### src/rtl/twophase_rx_pkg.sv
// twophase_rx_pkg: shared state encodings and default parameters for the two-phase handshake blocks
package twophase_rx_pkg;
    typedef enum logic {
        TP_IDLE = 1'b0,
        TP_HOLD = 1'b1
    } tp_state_t;
    localparam int TP_DEF_WIDTH       = 8;
    localparam int TP_DEF_SYNC_STAGES = 2;
    localparam int TP_DEF_CNT_W       = 8;
endpackage

### src/rtl/twophase_rx_sync_chain.sv
// sync_chain: generic N-flop synchroniser, async reset to 0
//   clk, rst : clock and async active-high reset
//   d        : asynchronous input level
//   q        : synchronised level, STAGES clk edges behind d
module sync_chain #(
    parameter int STAGES = 2
) (
    input  logic clk,
    input  logic rst,
    input  logic d,
    output logic q
);
    logic [STAGES-1:0] r;
    always_ff @(posedge clk or posedge rst)
        if (rst) r <= '0;
        else     r <= {r[STAGES-2:0], d};
    assign q = r[STAGES-1];
endmodule

### src/rtl/twophase_rx.sv
// twophase_rx: two-phase (toggle) handshake receiver turning req_tgl edges into valid/ready transfers
//   clk, rst  : clock and async active-high reset
//   req_tgl   : sender request level, every transition announces one word
//   req_data  : sender data, stable from req_tgl edge to ack_tgl edge
//   out_ready : local consumer accepts out_data
//   out_valid : out_data holds an unconsumed word
//   out_data  : captured word
//   ack_tgl   : acknowledge level, toggles once per completed transfer
//   overrun   : sticky, a req_tgl edge arrived while a word was pending
//   rx_count  : completed transfers modulo 2**CNT_W
module twophase_rx
    import twophase_rx_pkg::*;
#(
    parameter int WIDTH       = TP_DEF_WIDTH,
    parameter int SYNC_STAGES = TP_DEF_SYNC_STAGES,
    parameter int CNT_W       = TP_DEF_CNT_W
) (
    input  logic             clk,
    input  logic             rst,
    input  logic             req_tgl,
    input  logic [WIDTH-1:0] req_data,
    input  logic             out_ready,
    output logic             out_valid,
    output logic [WIDTH-1:0] out_data,
    output logic             ack_tgl,
    output logic             overrun,
    output logic [CNT_W-1:0] rx_count
);
    tp_state_t state, state_nx;
    logic req_s, req_seen, ev, hold;

    sync_chain #(.STAGES(SYNC_STAGES)) u_sync (
        .clk (clk),
        .rst (rst),
        .d   (req_tgl),
        .q   (req_s)
    );

    // Any difference from the last accepted level is one announced word.
    assign ev   = req_s ^ req_seen;
    assign hold = state == TP_HOLD;

    always_ff @(posedge clk or posedge rst)
        if (rst) state <= TP_IDLE;
        else     state <= state_nx;

    always_comb
        state_nx = hold ? (out_ready ? TP_IDLE : TP_HOLD) : (ev ? TP_HOLD : TP_IDLE);

    always_comb
        out_valid = hold;

    // An edge seen in HOLD is consumed (req_seen follows) but its data is dropped,
    // so it is never re-detected after the pending word drains.
    always_ff @(posedge clk or posedge rst)
        if (rst) begin
            req_seen <= 1'b0;
            out_data <= '0;
            ack_tgl  <= 1'b0;
            overrun  <= 1'b0;
            rx_count <= '0;
        end else begin
            if (ev) req_seen <= req_s;
            if (!hold && ev) out_data <= req_data;
            if (hold && ev) overrun <= 1'b1;
            if (hold && out_ready) begin
                ack_tgl  <= ~ack_tgl;
                rx_count <= rx_count + CNT_W'(1);
            end
        end
endmodule

### config.mk
export PLATFORM = sky130hd
export DESIGN_NAME = twophase_rx
export DESIGN_NICKNAME = d
export VERILOG_FILES = /design/src/rtl/twophase_rx_pkg.sv /design/src/rtl/twophase_rx_sync_chain.sv /design/src/rtl/twophase_rx.sv
export SDC_FILE = /design/constraint.sdc
export NUM_CORES = 1
export LEC_CHECK = 0
export ABC_CLOCK_PERIOD_IN_PS = 2240
export BUFFER_PORTS_ARGS = -buffer_cell sky130_fd_sc_hd__buf_2
export CAP_MARGIN = 20
export CORE_UTILIZATION = 45
export DETAILED_ROUTE_END_ITERATION = 16
export PLACE_DENSITY = 0.73
export SLEW_MARGIN = 20
export SYNTH_ARGS = -nofsm -noshare
export SYNTH_HDL_FRONTEND = slang
export SYNTH_HIERARCHICAL = 1
export SYNTH_SLANG_ARGS = --single-unit
### constraint.sdc
create_clock -name clk -period 2.24 [get_ports clk]
set_clock_uncertainty 0.05 [all_clocks]
set_input_delay 0.448 -clock clk [delete_from_list [all_inputs] [get_ports clk]]
set_output_delay 0.448 -clock clk [all_outputs]
set_load 0.03 [all_outputs]
==> results_dict.tcl <==
set metrics [dict create \
    number_of_enable_type_register_cells_in_the_synthesized_netlist 0 \
    final.fill_count 156 \
    via_per_inst 4.70 \
    fraction_of_the_cycle_the_final_worst_path_needs_pct 69.8 \
    first_pass_iters 3 \
    clk-insertion-delay-late_ns 0.30 \
    pwr_density_cell_nw_per_um2 1370 \
    synth.area.top_cells "sky130_fd_sc_hd__dfrtp_1 (62%), sky130_fd_sc_hd__mux2_4 (14%), sky130_fd_sc_hd__xnor2_1 (5.9%)" \
    path_clk_slew_ns 0.12 \
    synth.largest_area_cell "sky130_fd_sc_hd__dfrtp_1" \
    die_area_um2 2150 \
    rsz0062_at_grt "no" \
    start_util_pct 49.6 \
    final_core_utilization_pct 62.5 \
    synthMostInstantiatedCell "sky130_fd_sc_hd__dfrtp_1" \
    multi_input_gate_area_in_the_final_layout_um2 312 \
    place_area_um2 1050 \
    hold_viol_final 0 \
    fin_setup_tns_ns 0 \
    cts_setup_buffers 0 \
    cts_root_buffer "sky130_fd_sc_hd__clkbuf_4" \
    die-height_um 46.3 \
    drt.antenna.violating_nets 0 \
    detail_route.drc_violations 0 \
    pin_slew_with_the_least_headroom_to_its_limit_ns 0.750 \
    ctsLongestPathBuffers 2 \
    register_area_um2 551 \
    synth.distinct_cells 19 \
    drt_first_iter_violations 6 \
    grt_antenna_before_repair 0 \
    postSynthRegisterBits 22 \
    place.port_buffers 30 \
    holdCritPathClass "primary input to flop" \
    run_status "finished clean" \
    power_leakage_nw 0.561 \
    synth.cells.most_frequent "sky130_fd_sc_hd__dfrtp_1 (22), sky130_fd_sc_hd__mux2_4 (8), sky130_fd_sc_hd__xnor2_1 (6)" \
    area_delta_synth_final_pct 25.9 \
    postSynthCellCount 60 \
    grt_start_max_net_pins 21 \
    timing_worst_setup_path_type "flop to flop" \
    final_max_slew_viol_count 0 \
    synth.net_count 73 \
    first_pass_grt_wire_length_mm 2.17 \
    dp.final_hpwl_mm 1.09 \
    via_count_of_the_first_global_routing_pass 535 \
    grt-ovfl-total 0 \
    critical_path_required_ns 2.39 \
    core_area_um2 1780 \
    slew_hr_pct 50.0 \
    synth_top_area_share_pct 62.2 \
    placement_rows 15 \
    grt_usage_pct 14.4 \
    dieWidth_um 46.3 \
    clock.fmax_mhz 639 \
    cp_data_arrival_time_ns 1.71 \
    place.gp.congestion 0.753 \
    startpoint_type "flop" \
    cts_num_sinks 22 \
    syn_warnings 6 \
    nets 107 \
    detail_route.wirelength_mm 1.45 \
    tritoncts "built" \
    setup-violations-final 0 \
    synthesis.area_per_instance_um2 14.7 \
    worst_setup_path_end_kind "flop" \
    ys_seq_area_share_pct 62.2 \
    num_antenna_cells 0 \
    cts.htree.levels 1 \
    drt-wirelength-per-cell_um 12.3 \
    drv.max_cap_violation_count 0 \
    ioPinCount 31 \
    post_synth_instance_area_um2 885 \
    stdcell_area_um2 1110 \
    critical_path_peak_fanout 8 \
    post_route_cells_drive_above_1_share_pct 49.5 \
    numCtsBuffers 3 \
    final_period_minus_worst_setup_slack_ns 1.56 \
    ys_async_sr_fraction_pct 100 \
    vias 555 \
    ys_dominant_reg_cell "sky130_fd_sc_hd__dfrtp_1" \
    irDropWorstVdd_mv 0.765 \
]
layer usage:
| layer | track usage (%) | wire [um] | up-vias |
|---|---|---|---|
| met4 | 5.29 | 10 | 0 |
| li1 | - | - | 268 |
| met5 | 0 | 0 | - |
| met3 | 3.92 | 45 | 2 |
| met1 | 16.3 | 638 | 273 |
| met2 | 25.6 | 751 | 12 |
per-stage QoR:
| stage | hold WS, ns | std cells | setup slack, ns | total power, W |
|---|---|---|---|---|
| after CTS | 0.187 | 118 | 0.650 | 0.00154 |
| after global routing | 0.178 | 118 | 0.599 | 0.00160 |
| after floorplan | 0.139 | 60 | 0.832 | 0.00107 |
| final | 0.195 | 118 | 0.676 | 0.00152 |
| after global placement | 0.259 | 113 | 0.726 | 0.00122 |
| after detailed placement | 0.262 | 113 | 0.667 | 0.00124 |
critical path, stage by stage (launching register included):
cell and delay, ns:
sky130_fd_sc_hd__dfrtp_1 0.40, sky130_fd_sc_hd__xor2_1 0.22, sky130_fd_sc_hd__and2b_1 0.45, sky130_fd_sc_hd__mux2_4 0.34
placed cells by master, fill, tap and decap left out, drive strengths merged:
cell type / Yosys / routed
and2b: 1 / 1
dfrtp: 22 / 22
xor2: 3 / 3
a21o: 1 / 1
mux2: 9 / 9
xnor2: 6 / 6
ha: 1 / 1
o21a: 1 / 1
nor2: 1 / 1
nand4: 2 / 2
nor3: 1 / 1
inv: 2 / 2
dlygate4sd3: 0 / 1
nand2: 3 / 3
and4: 1 / 1
clkbuf: 1 / 3
and3: 1 / 1
nand3: 3 / 3
bufinv: 0 / 1
buf: 1 / 30
state kept, by name, summed over array words and instances, names as in the netlist:
register / flops
out_data: 8
overrun: 1
out_valid: 1
rx_count: 8
ack_tgl: 1
req_seen: 1
u_sync/r: 2
cell families after synthesis:
family	after synthesis	share of synthesized area, %
flops	22	62.2
mux	9	14.9
simple gates	13	8.20
compound gates	2	1.84
fa+ha+maj	1	1.41
buf+inv	4	2.55
xor+xnor	9	8.91
layout make-up:
cell class	count	area share [%]
Tap cell	25	2.81
Clock inverter	1	2.70
Multi-Input combinational cell	34	28.0
Timing Repair Buffer	31	14.4
Clock buffer	3	2.02
Sequential cell	22	49.4
Inverter	2	0.674
power by group:
part | total (W) | leakage, nW | switching [W] | internal [W]
clock network | 0.000298 | 0.0279 | 0.000117 | 0.000181
logic | 0.000597 | 0.271 | 0.000363 | 0.000234
registers | 0.000627 | 0.262 | 0.000108 | 0.000519
total | 0.00152 | 0.561 | 0.000588 | 0.000933
worst paths after layout:
path | from | to | slack, ns | cells past startpoint
max reg2reg | req_seen$_DFFE_PP0P_ | out_data[5]$_DFFE_PP0P_ | 0.68 | 3
min | req_tgl | u_sync/r[0]$_DFF_PP0_ | 0.19 | 1
min in group asynchronous | rst | u_sync/r[0]$_DFF_PP0_ | 0.48 | 3
max in group asynchronous | rst | out_data[5]$_DFFE_PP0P_ | 0.91 | 3
min reg2reg | u_sync/r[0]$_DFF_PP0_ | u_sync/r[1]$_DFF_PP0_ | 0.32 | 0
max | req_seen$_DFFE_PP0P_ | out_data[5]$_DFFE_PP0P_ | 0.68 | 3
timing repair:
action	4_1_cts	5_1_grt
hold buffers	1	0
endpoints found under the hold margin	2	0
resized for setup	0	0
No activity file was read; power rests on OpenSTA's default activity.
